## config.mk

```make
export PLATFORM = sky130hd
export DESIGN_NAME = add_16bit_seq
export DESIGN_NICKNAME = d
export VERILOG_FILES = /design/src/rtl/add_16bit_seq.sv
export SDC_FILE = /design/constraint.sdc
export NUM_CORES = 1
export LEC_CHECK = 0
export ABC_AREA = 1
export CORE_MARGIN = 3
export CORE_UTILIZATION = 35
export CTS_CLUSTER_DIAMETER = 200
export CTS_CLUSTER_SIZE = 14
export DETAILED_ROUTE_END_ITERATION = 10
export PLACE_DENSITY_LB_ADDON = 0.1
export SLEW_MARGIN = 5
export SYNTH_ARGS = -nofsm -noshare
export SYNTH_HDL_FRONTEND = slang
export SYNTH_SLANG_ARGS = --single-unit
```

## constraint.sdc

```tcl
create_clock -name clk -period 2.7 [get_ports clk]
set_input_delay 0.405 -clock clk [delete_from_list [all_inputs] [get_ports clk]]
set_output_delay 0.405 -clock clk [all_outputs]
set_load 0.01 [all_outputs]
```

## src/rtl/add_16bit_seq.sv

```systemverilog
// -----------------------------------------------------------------------------
// add_16bit_seq
//
// Sequential 16-bit adder. It adds one DIGIT_W-bit slice per clock and ripples
// the slice carry from one cycle into the next. Operands come in and results go
// out through valid/ready handshakes. The result stays held until the consumer
// accepts it.
//
// Parameters
//   DIGIT_W   slice width added per cycle. Legal values: 1, 2, 4, 8, 16.
//             Latency from accept to out_valid is 16/DIGIT_W cycles.
//
// Ports
//   clk       clock. All state changes on the rising edge.
//   rst       synchronous, active-high reset. It has priority over any handshake.
//   in_valid  a/b are valid. Sampled only while in_ready is high.
//   in_ready  high only in IDLE.
//   a, b      16-bit operands, unsigned or two's complement.
//   out_valid high only in DONE. sum/carry/overflow are stable while it is high.
//   out_ready the consumer takes the result. DONE -> IDLE on the next edge.
//   sum       a+b modulo 2^16. Saturated on signed overflow when ADD_SAT_EN
//             is defined.
//   carry     unsigned carry out of bit 15. Saturation does not change it.
//   overflow  signed overflow of a+b. Saturation does not change it.
//
// Build option
//   ADD_SAT_EN  when defined, sum is clamped to 0x7FFF / 0x8000 on signed
//               overflow. Without it there is no saturation logic at all.
// -----------------------------------------------------------------------------
module add_16bit_seq #(
    parameter int DIGIT_W = 4
) (
    input  logic        clk,
    input  logic        rst,
    input  logic        in_valid,
    output logic        in_ready,
    input  logic [15:0] a,
    input  logic [15:0] b,
    output logic        out_valid,
    input  logic        out_ready,
    output logic [15:0] sum,
    output logic        carry,
    output logic        overflow
);

    localparam int NDIG  = 16 / DIGIT_W;
    localparam int CNT_W = (NDIG > 1) ? $clog2(NDIG) : 1;
    localparam logic [CNT_W-1:0] LAST = CNT_W'(NDIG - 1);

    typedef enum logic [1:0] {
        IDLE = 2'd0,
        CALC = 2'd1,
        DONE = 2'd2
    } state_t;

    state_t state, state_nxt;

    // Operands and result are held as arrays of slices. The digit counter
    // then selects a slice directly, with no variable bit arithmetic.
    logic [NDIG-1:0][DIGIT_W-1:0] a_r, b_r, sum_r;
    logic [CNT_W-1:0]             cnt;
    logic                         cin;
    logic                         carry_r;
    logic                         ovf_r;

    logic [DIGIT_W:0]             slice;
    logic                         last;
    logic                         a_sign, b_sign;
    logic                         ovf_raw;

    // One ripple step. The top bit is the carry into the next slice.
    assign slice = {1'b0, a_r[cnt]} + {1'b0, b_r[cnt]} + {{DIGIT_W{1'b0}}, cin};
    assign last  = (cnt == LAST);

    assign a_sign = a_r[NDIG-1][DIGIT_W-1];
    assign b_sign = b_r[NDIG-1][DIGIT_W-1];

    // Only meaningful on the last slice. There, slice[DIGIT_W-1] is raw bit 15.
    assign ovf_raw = (a_sign == b_sign) && (slice[DIGIT_W-1] != a_sign);

    // ------------------------------------------------------------------
    // State register
    // ------------------------------------------------------------------
    always_ff @(posedge clk) begin
        if (rst) state <= IDLE;
        else     state <= state_nxt;
    end

    // ------------------------------------------------------------------
    // Next state and handshake outputs
    // ------------------------------------------------------------------
    always_comb begin
        state_nxt = state;
        in_ready  = 1'b0;
        out_valid = 1'b0;
        case (state)
            IDLE: begin
                in_ready = 1'b1;
                if (in_valid) state_nxt = CALC;
            end
            CALC: begin
                if (last) state_nxt = DONE;
            end
            DONE: begin
                out_valid = 1'b1;
                // Going back to IDLE first means a new accept cannot happen
                // on the same edge that releases the result.
                if (out_ready) state_nxt = IDLE;
            end
            default: state_nxt = IDLE;
        endcase
    end

    // ------------------------------------------------------------------
    // Datapath
    // ------------------------------------------------------------------
    always_ff @(posedge clk) begin
        if (rst) begin
            a_r     <= '0;
            b_r     <= '0;
            sum_r   <= '0;
            cnt     <= '0;
            cin     <= 1'b0;
            carry_r <= 1'b0;
            ovf_r   <= 1'b0;
        end else begin
            case (state)
                IDLE: begin
                    if (in_valid) begin
                        a_r     <= a;
                        b_r     <= b;
                        sum_r   <= '0;
                        cnt     <= '0;
                        cin     <= 1'b0;
                        carry_r <= 1'b0;
                        ovf_r   <= 1'b0;
                    end
                end
                CALC: begin
                    sum_r[cnt] <= slice[DIGIT_W-1:0];
                    cin        <= slice[DIGIT_W];
                    if (last) begin
                        cnt     <= '0;
                        carry_r <= slice[DIGIT_W];
                        ovf_r   <= ovf_raw;
`ifdef ADD_SAT_EN
                        // Clamp toward the sign of the operands. The flags
                        // above still report the raw result.
                        if (ovf_raw) sum_r <= a_sign ? 16'h8000 : 16'h7FFF;
`endif
                    end else begin
                        cnt <= cnt + CNT_W'(1);
                    end
                end
                default: ;  // DONE: hold the result
            endcase
        end
    end

    assign sum      = sum_r;
    assign carry    = carry_r;
    assign overflow = ovf_r;

endmodule

```

==> metrics.md <==
| Metric | Value |
|---|---|
| Switch share | `28.20%` |
| Clk pwr share | `30.2%` |
| Multi-input combinational cell area | `1136 sq um` |
| CTS root buffer | `clkbuf_8` |
| Final setup fails | `0` |
| Fin area | `3122 sq um` |
| R2R depth | `9` |
| Die area | `7860 sq um` |
| Largest net degree at the start of global routing | `34` |
| Required @ worst endpoint | `2900 ps` |
| Setup crit start | `cnt[0]` |
| DR vias/cell | `4.773` |
| Relative slew slack | `77.23%` |
| Initial DRT Pass Iterations | `4` |
| Yosys warning total | `0` |
| CP Launch Type | `register` |
| Wire per inst | `12.31 um` |
| Largest stage delay, worst path | `470 ps` |
| Period minus WS final | `2403 ps` |
| Buffer count from post-CTS setup fixing | `0` |
| Number of fill cells | `678` |
| Share of layout cells above drive strength 1 | `6.824%` |
| FF-to-FF End | `cin` |
| Crit Path Class | `register to register` |
| Synthesized flop and latch total | `55` |
| Outcome | `finished, final reports clean` |
| Switching Power | `526.5 uW` |
| Top post-synthesis cells by area | `dfxtp_1, nor2_1, o21ai_0` |
| # IOs | `56` |
| Leak | `1.267 nW` |
| Worst Path Buf+Inv | `1` |
| Setup TNS | `0 ps` |
| Synth top area share | `46.05%` |
| Initial Utilization | `36.81%` |
| Fraction of power consumed by sequential logic | `48.3%` |
| MaxCap Viol Count | `0` |
| Num CTS Buffers | `5` |
| Antenna diodes | `0` |
| Worst hold path class | `register to register` |
| P per Cell Area | `598.2 nW/um^2` |
| DRC viols | `0` |
| Synth cell types | `20` |
| Critical path arrival | `2600 ps` |
| Peak Freq | `416.2 MHz` |
| Crit-path cells | `inv_2 -> o21ai_0 -> o22ai_1 -> fa_1 -> fa_1 -> nand2_1 -> a21oi_1 -> o21ai_0 -> a21oi_1` |
| Initial antenna violation count | `0` |
| Worst r2r src | `cnt[0]` |
| Post-layout util | `48.06%` |
| Fin crit share | `88.99%` |
| Vias in the first global route | `2026` |
| Hold Vio Cnt, Final | `0` |
| Measured slew at the worst slew-check pin | `341.5 ps` |
| Register Area | `1101 sq um` |
| Register area share after synthesis | `46.05%` |
| Clock latency on the worst-skew pair | `310 ps` |
| Worst-path fanout max | `20` |
| Final ANT Viol Nets | `0` |
| Combinational share of power | `21.5%` |
| Area delta synth->final | `30.56%` |
| Worst setup margin | `297.3 ps` |
| Placed cell area | `2997 sq um` |
| Mapped Area | `2391 sq um` |
| CTS tree | `yes` |
| Design Power | `1.867 mW` |
| Unrepaired setup endpoints after global routing | `no` |
| # port buffers | `55` |
| Delay-heaviest family, CP | `adder cells` |
| Setup Skew | `10.92 ps` |
| First-pass GRT wire length | `9246 um` |
| Average cell area after synthesis | `7.312 sq um` |
| P_int | `1.341 mW` |
| Worst VDD drop | `329.5 uV` |
| Congestion Overflow GR | `0` |
| 1st-iter DRT viols | `102` |
| Row Count | `29` |
| Total number of vias | `2186` |
| Final layout net count | `425` |
| CP Capture Type | `register` |
| Yosys top cell by area | `dfxtp_1` |
| Clock transition at path regs | `100 ps` |
| Total core area | `6495 sq um` |
| Crit path depth | `9` |
| Gr usage total | `14.98%` |
| Detailed Route WL | `5636 um` |
| Post-Syn Nets | `372` |
| Post-DP HPWL | `4174 um` |
| Crit path max-delay cell type | `dfxtp_1` |
| Die W | `88.66 um` |
| Reg2reg setup slack | `300 ps` |
| Clock Sink Count | `55` |
| Crit path to | `cin` |
| H-tree depth | `2` |
| Synth Instances | `327` |
| DIE HEIGHT | `88.66 um` |
| GPL Wtd Cong | `0.8502` |
| Count of pins over their slew limit | `0` |
| Clock Tree Buf Depth | `2` |
| Place WS | `271.7 ps` |
[layout make-up]
type | instances | area share (%)
tap | 77 | 3.086
inverter | 20 | 2.405
sequential | 55 | 35.27
clock inverter | 2 | 1.122
clock buffer | 6 | 2.645
timing repair buffer | 61 | 19.08
multi-input combinational | 237 | 36.39
[stage by stage]
stage | hold WS [ps] | cells
6_report | 465.7 | 458
5_1_grt | 482.6 | 458
4_1_cts | 464.2 | 458
3_5_place_dp | 452.0 | 450
3_3_place_gp | 450.3 | 450
2_1_floorplan | 449.5 | 327
[registers in the layout, summed over array words and instances (netlist names)]
signal / cells
a_r: 16
b_r: 16
sum: 16
cnt: 2
state: 2
carry: 1
cin: 1
overflow: 1
[power by group through the flow]
stage,registers (mW),logic (mW),clock network [mW]
after global placement,0.922,0.397,0
after CTS,0.902,0.401,0.577
after detailed placement,0.921,0.400,0
final,0.902,0.402,0.564
after floorplan,0.914,0.258,0
after global routing,0.909,0.459,0.604
[kinds of logic after synthesis]
logic type / Yosys count / share of synthesized area, %
AND/OR/NAND/NOR: 142 / 22.97
AO/OA/AOI/OAI: 85 / 18.52
flip-flops: 55 / 46.05
buffers and inverters: 35 / 6.751
adder cells (fa/ha/maj): 9 / 5.337
XOR/XNOR: 1 / 0.3664
[cells in the final DEF, fill, tap and decap left out, drive strengths merged]
cell type / synthesis / final
fa: 2 / 2
a21oi: 26 / 26
clkinv: 0 / 1
clkdlybuf4s50: 0 / 55
buf: 8 / 6
clkbuf: 7 / 6
inv: 20 / 20
ha: 7 / 7
nor2: 81 / 81
dfxtp: 55 / 55
a211oi: 1 / 1
bufinv: 0 / 1
nand3: 7 / 7
nand2: 54 / 54
xor2: 1 / 1
o21ai: 50 / 50
o22ai: 8 / 8
[worst min-delay path, stage by stage (launching register included)]
cell     delay, ps
dfxtp_1        320
nand2_1         60
a21oi_1         50
[worst min-delay path by stage]
stage                       start      end  cells past startpoint
after CTS                  sum[1]   sum[1]                      2
after global placement     sum[0]   sum[0]                      2
final                      sum[4]   sum[4]                      2
after detailed placement   sum[1]   sum[1]                      2
after floorplan           a_r[11]  a_r[11]                      2
after global routing       sum[3]   sum[3]                      2
[cell usage after synthesis (all sizes together)]
cell	count
clkbuf	7
a21oi	26
o22ai	8
ha	7
a211oi	1
fa	2
inv	20
nor2	81
dfxtp	55
buf	8
xor2	1
o21ai	50
nand2	54
nand3	7
[per-layer routing]
metal	track usage [%]	part of all wire, %
met5	0	0
met4	4.670	2.2
met3	4.469	6.1
met2	23.01	44
met1	20.23	48
[repair_timing]
action,CTS,global route
endpoints found under the setup margin,0,1
hold buffers,0,0
resized for setup,0,1
(Power assumes the default switching activity.)
